`src/rtl/div_ctrl.sv`:
```
// div_ctrl: multi-cycle 32-bit DIV/DIVU controller for the EX stage.
// Restoring divider, one quotient bit per cycle, with optional sign
// correction and a divide-by-zero shortcut.
// Ports:
//   clk, rst           - clock, synchronous active-high reset
//   start, signed_div  - divide request and signedness (sampled in IDLE)
//   opa, opb           - dividend and divisor (sampled in IDLE)
//   annul              - pipeline flush, cancels any divide in progress
//   stall_div          - combinational hold for IF/ID/EX
//   ready              - one-cycle pulse, result valid
//   result             - {remainder, quotient}
module div_ctrl (
  input  logic        clk,
  input  logic        rst,
  input  logic        start,
  input  logic        signed_div,
  input  logic [31:0] opa,
  input  logic [31:0] opb,
  input  logic        annul,
  output logic        stall_div,
  output logic        ready,
  output logic [63:0] result
);

  localparam int unsigned W    = 32;
  localparam int unsigned CW   = 5;
  localparam int unsigned LAST = 31;

  typedef enum logic [1:0] {IDLE, DIVZERO, BUSY, DONE} state_e;

  state_e          state_q, state_d;
  logic [CW-1:0]   cnt_q, cnt_d;
  logic [W-1:0]    rem_q, rem_d;      // partial remainder (top bit of the 33-bit trial is transient)
  logic [W-1:0]    quo_q, quo_d;      // dividend bits shift out as quotient bits shift in
  logic [W-1:0]    dvs_q, dvs_d;      // divisor magnitude
  logic            neg_a_q, neg_a_d;  // dividend negative (signed only)
  logic            neg_b_q, neg_b_d;  // divisor negative (signed only)
  logic            ready_q, ready_d;
  logic [2*W-1:0]  result_q, result_d;

  logic [W-1:0]    a_mag, b_mag;
  logic [W:0]      shifted, diff;
  logic [W-1:0]    q_step, r_step, q_fix, r_fix;

  // Operand magnitudes for the request being sampled.
  always_comb begin
    a_mag = (signed_div && opa[W-1]) ? W'(~opa + 32'd1) : opa;
    b_mag = (signed_div && opb[W-1]) ? W'(~opb + 32'd1) : opb;
  end

  // One restoring step plus final sign correction of that step's outcome.
  always_comb begin
    shifted = {rem_q, quo_q[W-1]};
    diff    = shifted - {1'b0, dvs_q};
    if (!diff[W]) begin
      r_step = diff[W-1:0];
      q_step = {quo_q[W-2:0], 1'b1};
    end else begin
      r_step = shifted[W-1:0];
      q_step = {quo_q[W-2:0], 1'b0};
    end
    q_fix = (neg_a_q ^ neg_b_q) ? W'(~q_step + 32'd1) : q_step;
    r_fix = neg_a_q ? W'(~r_step + 32'd1) : r_step;
  end

  // Next-state, datapath and stall logic.
  always_comb begin
    state_d   = state_q;
    cnt_d     = cnt_q;
    rem_d     = rem_q;
    quo_d     = quo_q;
    dvs_d     = dvs_q;
    neg_a_d   = neg_a_q;
    neg_b_d   = neg_b_q;
    ready_d   = 1'b0;
    result_d  = result_q;
    stall_div = 1'b0;

    case (state_q)
      IDLE: begin
        if (start && !annul) begin
          stall_div = 1'b1;
          neg_a_d   = signed_div & opa[W-1];
          neg_b_d   = signed_div & opb[W-1];
          cnt_d     = '0;
          rem_d     = '0;
          if (opb == 32'd0) begin
            // Raw dividend kept so it can be returned unmodified as remainder.
            state_d = DIVZERO;
            quo_d   = opa;
            dvs_d   = '0;
          end else begin
            state_d = BUSY;
            quo_d   = a_mag;
            dvs_d   = b_mag;
          end
        end
      end
      DIVZERO: begin
        // Fixed divide-by-zero answer, no sign correction applied.
        stall_div = 1'b1;
        state_d   = DONE;
        ready_d   = 1'b1;
        result_d  = {quo_q, 32'hFFFF_FFFF};
      end
      BUSY: begin
        stall_div = 1'b1;
        rem_d     = r_step;
        quo_d     = q_step;
        cnt_d     = CW'(cnt_q + 5'd1);
        if (cnt_q == CW'(LAST)) begin
          state_d  = DONE;
          ready_d  = 1'b1;
          result_d = {r_fix, q_fix};
        end
      end
      DONE: begin
        state_d = IDLE;
      end
      default: begin
        state_d = IDLE;
      end
    endcase

    // Flush wins over every other transition and suppresses the result.
    if (annul) begin
      state_d  = IDLE;
      ready_d  = 1'b0;
      result_d = result_q;
    end
  end

  // State and datapath registers.
  always_ff @(posedge clk) begin
    if (rst) begin
      state_q  <= IDLE;
      cnt_q    <= '0;
      rem_q    <= '0;
      quo_q    <= '0;
      dvs_q    <= '0;
      neg_a_q  <= 1'b0;
      neg_b_q  <= 1'b0;
      ready_q  <= 1'b0;
      result_q <= '0;
    end else begin
      state_q  <= state_d;
      cnt_q    <= cnt_d;
      rem_q    <= rem_d;
      quo_q    <= quo_d;
      dvs_q    <= dvs_d;
      neg_a_q  <= neg_a_d;
      neg_b_q  <= neg_b_d;
      ready_q  <= ready_d;
      result_q <= result_d;
    end
  end

  assign ready  = ready_q;
  assign result = result_q;

endmodule

```
`config.mk`:
```
export PLATFORM = sky130hd
export DESIGN_NAME = div_ctrl
export DESIGN_NICKNAME = d
export VERILOG_FILES = /design/src/rtl/div_ctrl.sv
export SDC_FILE = /design/constraint.sdc
export NUM_CORES = 1
export LEC_CHECK = 0
export BUFFER_PORTS_ARGS = -buffer_cell sky130_fd_sc_hd__clkbuf_2
export CELL_PAD_IN_SITES_DETAIL_PLACEMENT = 1
export CELL_PAD_IN_SITES_GLOBAL_PLACEMENT = 1
export CORE_ASPECT_RATIO = 0.75
export CORE_MARGIN = 10
export CORE_UTILIZATION = 40
export CTS_CLUSTER_SIZE = 24
export DETAILED_ROUTE_END_ITERATION = 10
export MAX_ROUTING_LAYER = met4
export PLACE_DENSITY = 0.86
export REMOVE_ABC_BUFFERS = 1
export SYNTH_ARGS = -nofsm -noshare
export SYNTH_HDL_FRONTEND = slang
export SYNTH_SLANG_ARGS = --single-unit
```
`constraint.sdc`:
```
create_clock -name clk -period 6.1 [get_ports clk]
set_input_delay 1.22 -clock clk [delete_from_list [all_inputs] [get_ports clk]]
set_output_delay 1.22 -clock clk [all_outputs]
set_load 0.05 [all_outputs]
```
==> out/qor.txt <==
outcome -> completed
Synth Cell Area -> 12200 um2
RePlAce Congestion -> 0.912
final wirelength -> 44900 um
Final ANT Viol Nets -> 0
wire per inst -> 21.2 um
Worst R2R Path Depth -> 21
Layout area overhead -> 12.0%
Core Area -> 30100 um2
Clock H-tree levels -> 4
Avg Vias per Cell -> 6.04
cts bufs inserted -> 17
Skew-Pair Late Insertion Delay -> 0.45 ns
CP Cell Sequence -> inv_1 > ha_1 > inv_1 > fa_1 > a211oi_2 > nor3_2 > o21ai_4 > a31oi_2 > o21a_1 > buf_4 > nor2_2 > buf_4 > mux2i_1 > ha_1 > nand3_1 > nor3_1 > a32oi_1 > or3_1 > o41ai_1 > xnor2_1 > a311oi_1
end of the worst hold path -> dvs_q[29]
clock skew -> 0.0128 ns
Mapped Cells -> 1649
initial antenna violation count -> 0
hold-fix buffers at CTS -> 0
hold path depth -> 2
register area share after synthesis -> 27.8%
DR DRC count -> 0
crit path max fanout -> 14
global-route wire length before repair -> 71800 um
num rows -> 55
met2 Track Usage GR -> 37.6%
Fin. Hold Viols -> 0
IO buf count -> 134
final global-route overflow total -> 0
Post-synth EDFFs -> 0
Final HPWL DP -> 33000 um
die area -> 38000 um2
Total Power -> 3.26 mW
top post-synthesis cells by area -> dfxtp_1, nor2_1, a21oi_1
fin cells -> 2119
Synth cell types -> 79
VDD IR max -> 0.192 mV
Achievable Freq -> 185 MHz
met3 Usage GRT -> 4.95%
critical path's slowest cell -> or3_1
Hold Path Origin -> dvs_q[29]
CP delay by family, top -> compound AO/OA/AOI/OAI gates
syn avg cell area -> 7.41 um2
share of layout cells above drive strength 1 -> 13.1%
Yosys warning count -> 0
r2r setup slk -> 0.70 ns
most frequent cells in the layout -> nor2_1, dfxtp_1, nand2_1, a21oi_1, clkbuf_2
Ports -> 135
pwr dens -> 238 nW/um2
largest net degree at the start of global routing -> 78
Slew HR -> 31.1%
data required time of the worst path -> 6.46 ns
fin crit share -> 88.6%
Critical path buffers and inverters -> 4
Critical Path AT -> 5.76 ns
Die H -> 171 um
top-area cell type share of the netlist area -> 27.8%
maxcap violations -> 0
Final setup viols -> 0
die width -> 222 um
worst hold path class -> register to register
Placed Cells -> 2086
routing usage on met1 -> 30.4%
most used routing layer -> met2
CTS root buf -> clkbuf_16
final worst path period need -> 5.40 ns
Initial Util -> 40.6%
RR Endpoint -> result[60]
nets -> 1819
clk sink count -> 170
DRT iter0 DRCs -> 1022
Final Max Tran Viols -> 0
predominant post-synthesis flop cell -> dfxtp_1
CTS resizes -> 0
GRT Total Usage -> 23.7%
commonest non-fill, non-tap cell in the layout -> nor2_1
CTS tree -> done
maximum clock insertion buffer count -> 2
Critical Path Start Type -> register
CP peak stage delay -> 0.50 ns
total number of vias -> 12792
crit path capture type -> register
# Post-CTS Setup Buffers -> 0
DR pass1 iterations -> 5
CP Class -> register to register
slew at the pin closest to its max-slew limit -> 1.02 ns
#FFs+latches synth -> 170
reg2reg start -> quo_q[31]
Leak -> 5.22 nW
leading area contributor after synthesis -> dfxtp_1
fraction of registers with async set/reset -> 0%
vias in the first global route -> 12974
RSZ-0062 raised after global routing -> false
Clock Pin Slew Worst Setup and Hold Paths -> 0.07 ns
[final cells by class]
type                       count  area [um2]
fill                        3797       16500
clock buffer                  19         443
inverter                      65         244
timing repair buffer         156         838
sequential                   170        3400
antenna                        1        2.50
multi-input combinational   1296        8120
clock inverter                13         144
tap                          399         499
[worst min-delay path, stage by stage, from the launching register on]
cell,delay (ns)
dfxtp_1,0.31
nand2_1,0.05
a21oi_1,0.05
[synthesized netlist by cell type, types with 5 or more instances]
library cell / n
clkbuf_1: 93
a21oi_1: 148
nand2b_1: 15
a31oi_1: 6
a211oi_1: 86
ha_1: 43
nand3_1: 22
o31a_1: 5
and2_1: 12
inv_1: 64
mux2_2: 7
a22oi_1: 18
a311oi_1: 10
nand2_1: 165
mux2i_1: 31
and3_1: 14
xor2_1: 65
o31ai_1: 22
nor4_1: 16
a221oi_1: 8
nor3_1: 38
and4_1: 5
a21o_1: 11
xnor2_1: 65
or4_1: 11
nand4_1: 7
buf_1: 9
o211ai_1: 25
o41ai_1: 13
nor2_1: 221
buf_2: 12
o21a_1: 16
nand3b_1: 7
dfxtp_1: 170
or3_1: 13
o21ai_0: 94
[worst max-delay path by stage]
stage               startpoint         end  slack [ns]  depth (start not counted)
finish               quo_q[31]  result[60]        0.70                         21
global route         quo_q[31]  result[60]        0.35                         21
CTS                  quo_q[31]  result[60]        0.77                         21
detailed placement   quo_q[31]  result[60]        0.83                         21
global placement     quo_q[31]  result[58]        1.11                         21
floorplan            quo_q[31]  result[60]       -0.96                         22
[kinds of logic after synthesis]
family | Yosys count | share of synthesized area [%]
buffers and inverters | 183 | 5.96
DFF | 170 | 27.8
xor gates and xnor gates | 130 | 9.31
and+or+nand+nor | 565 | 20.9
AOI/OAI and AO/OA | 519 | 28.2
adders and majority gates | 44 | 4.56
muxes | 38 | 3.18
[layer usage]
layer  part of all wire, %  wire length (um)
met1                    45             20300
met2                    47             21200
met3                   6.1              2730
met4                   1.6               706
met5                     0                 0
[per-stage QoR]
stage	setup TNS [ns]	setup slack (ns)	area, um2	hold WS [ns]	utilization, %
after floorplan	-11.85	-0.956	11700	0.424	-
after global placement	0	1.11	13100	0.442	43.5
after detailed placement	0	0.830	13100	0.451	43.5
after CTS	0	0.772	13700	0.461	45.4
after global routing	0	0.350	13700	0.486	45.4
final	0	0.696	13700	0.462	45.4
[power by group]
group          leakage (nW)  internal, mW  total (mW)  switching, mW
clock network         0.281         0.618        1.14          0.521
registers              1.38          1.17        1.23         0.0569
logic                  3.55         0.286       0.892          0.606
total                  5.22          2.07        3.26           1.18
[registers in the layout (all words and copies together) (netlist names), 2 cells and up]
name / count
quo_q: 32
dvs_q: 32
state_q: 2
result: 64
rem_q: 32
cnt_q: 5
No activity file was read; power rests on OpenSTA's default activity.
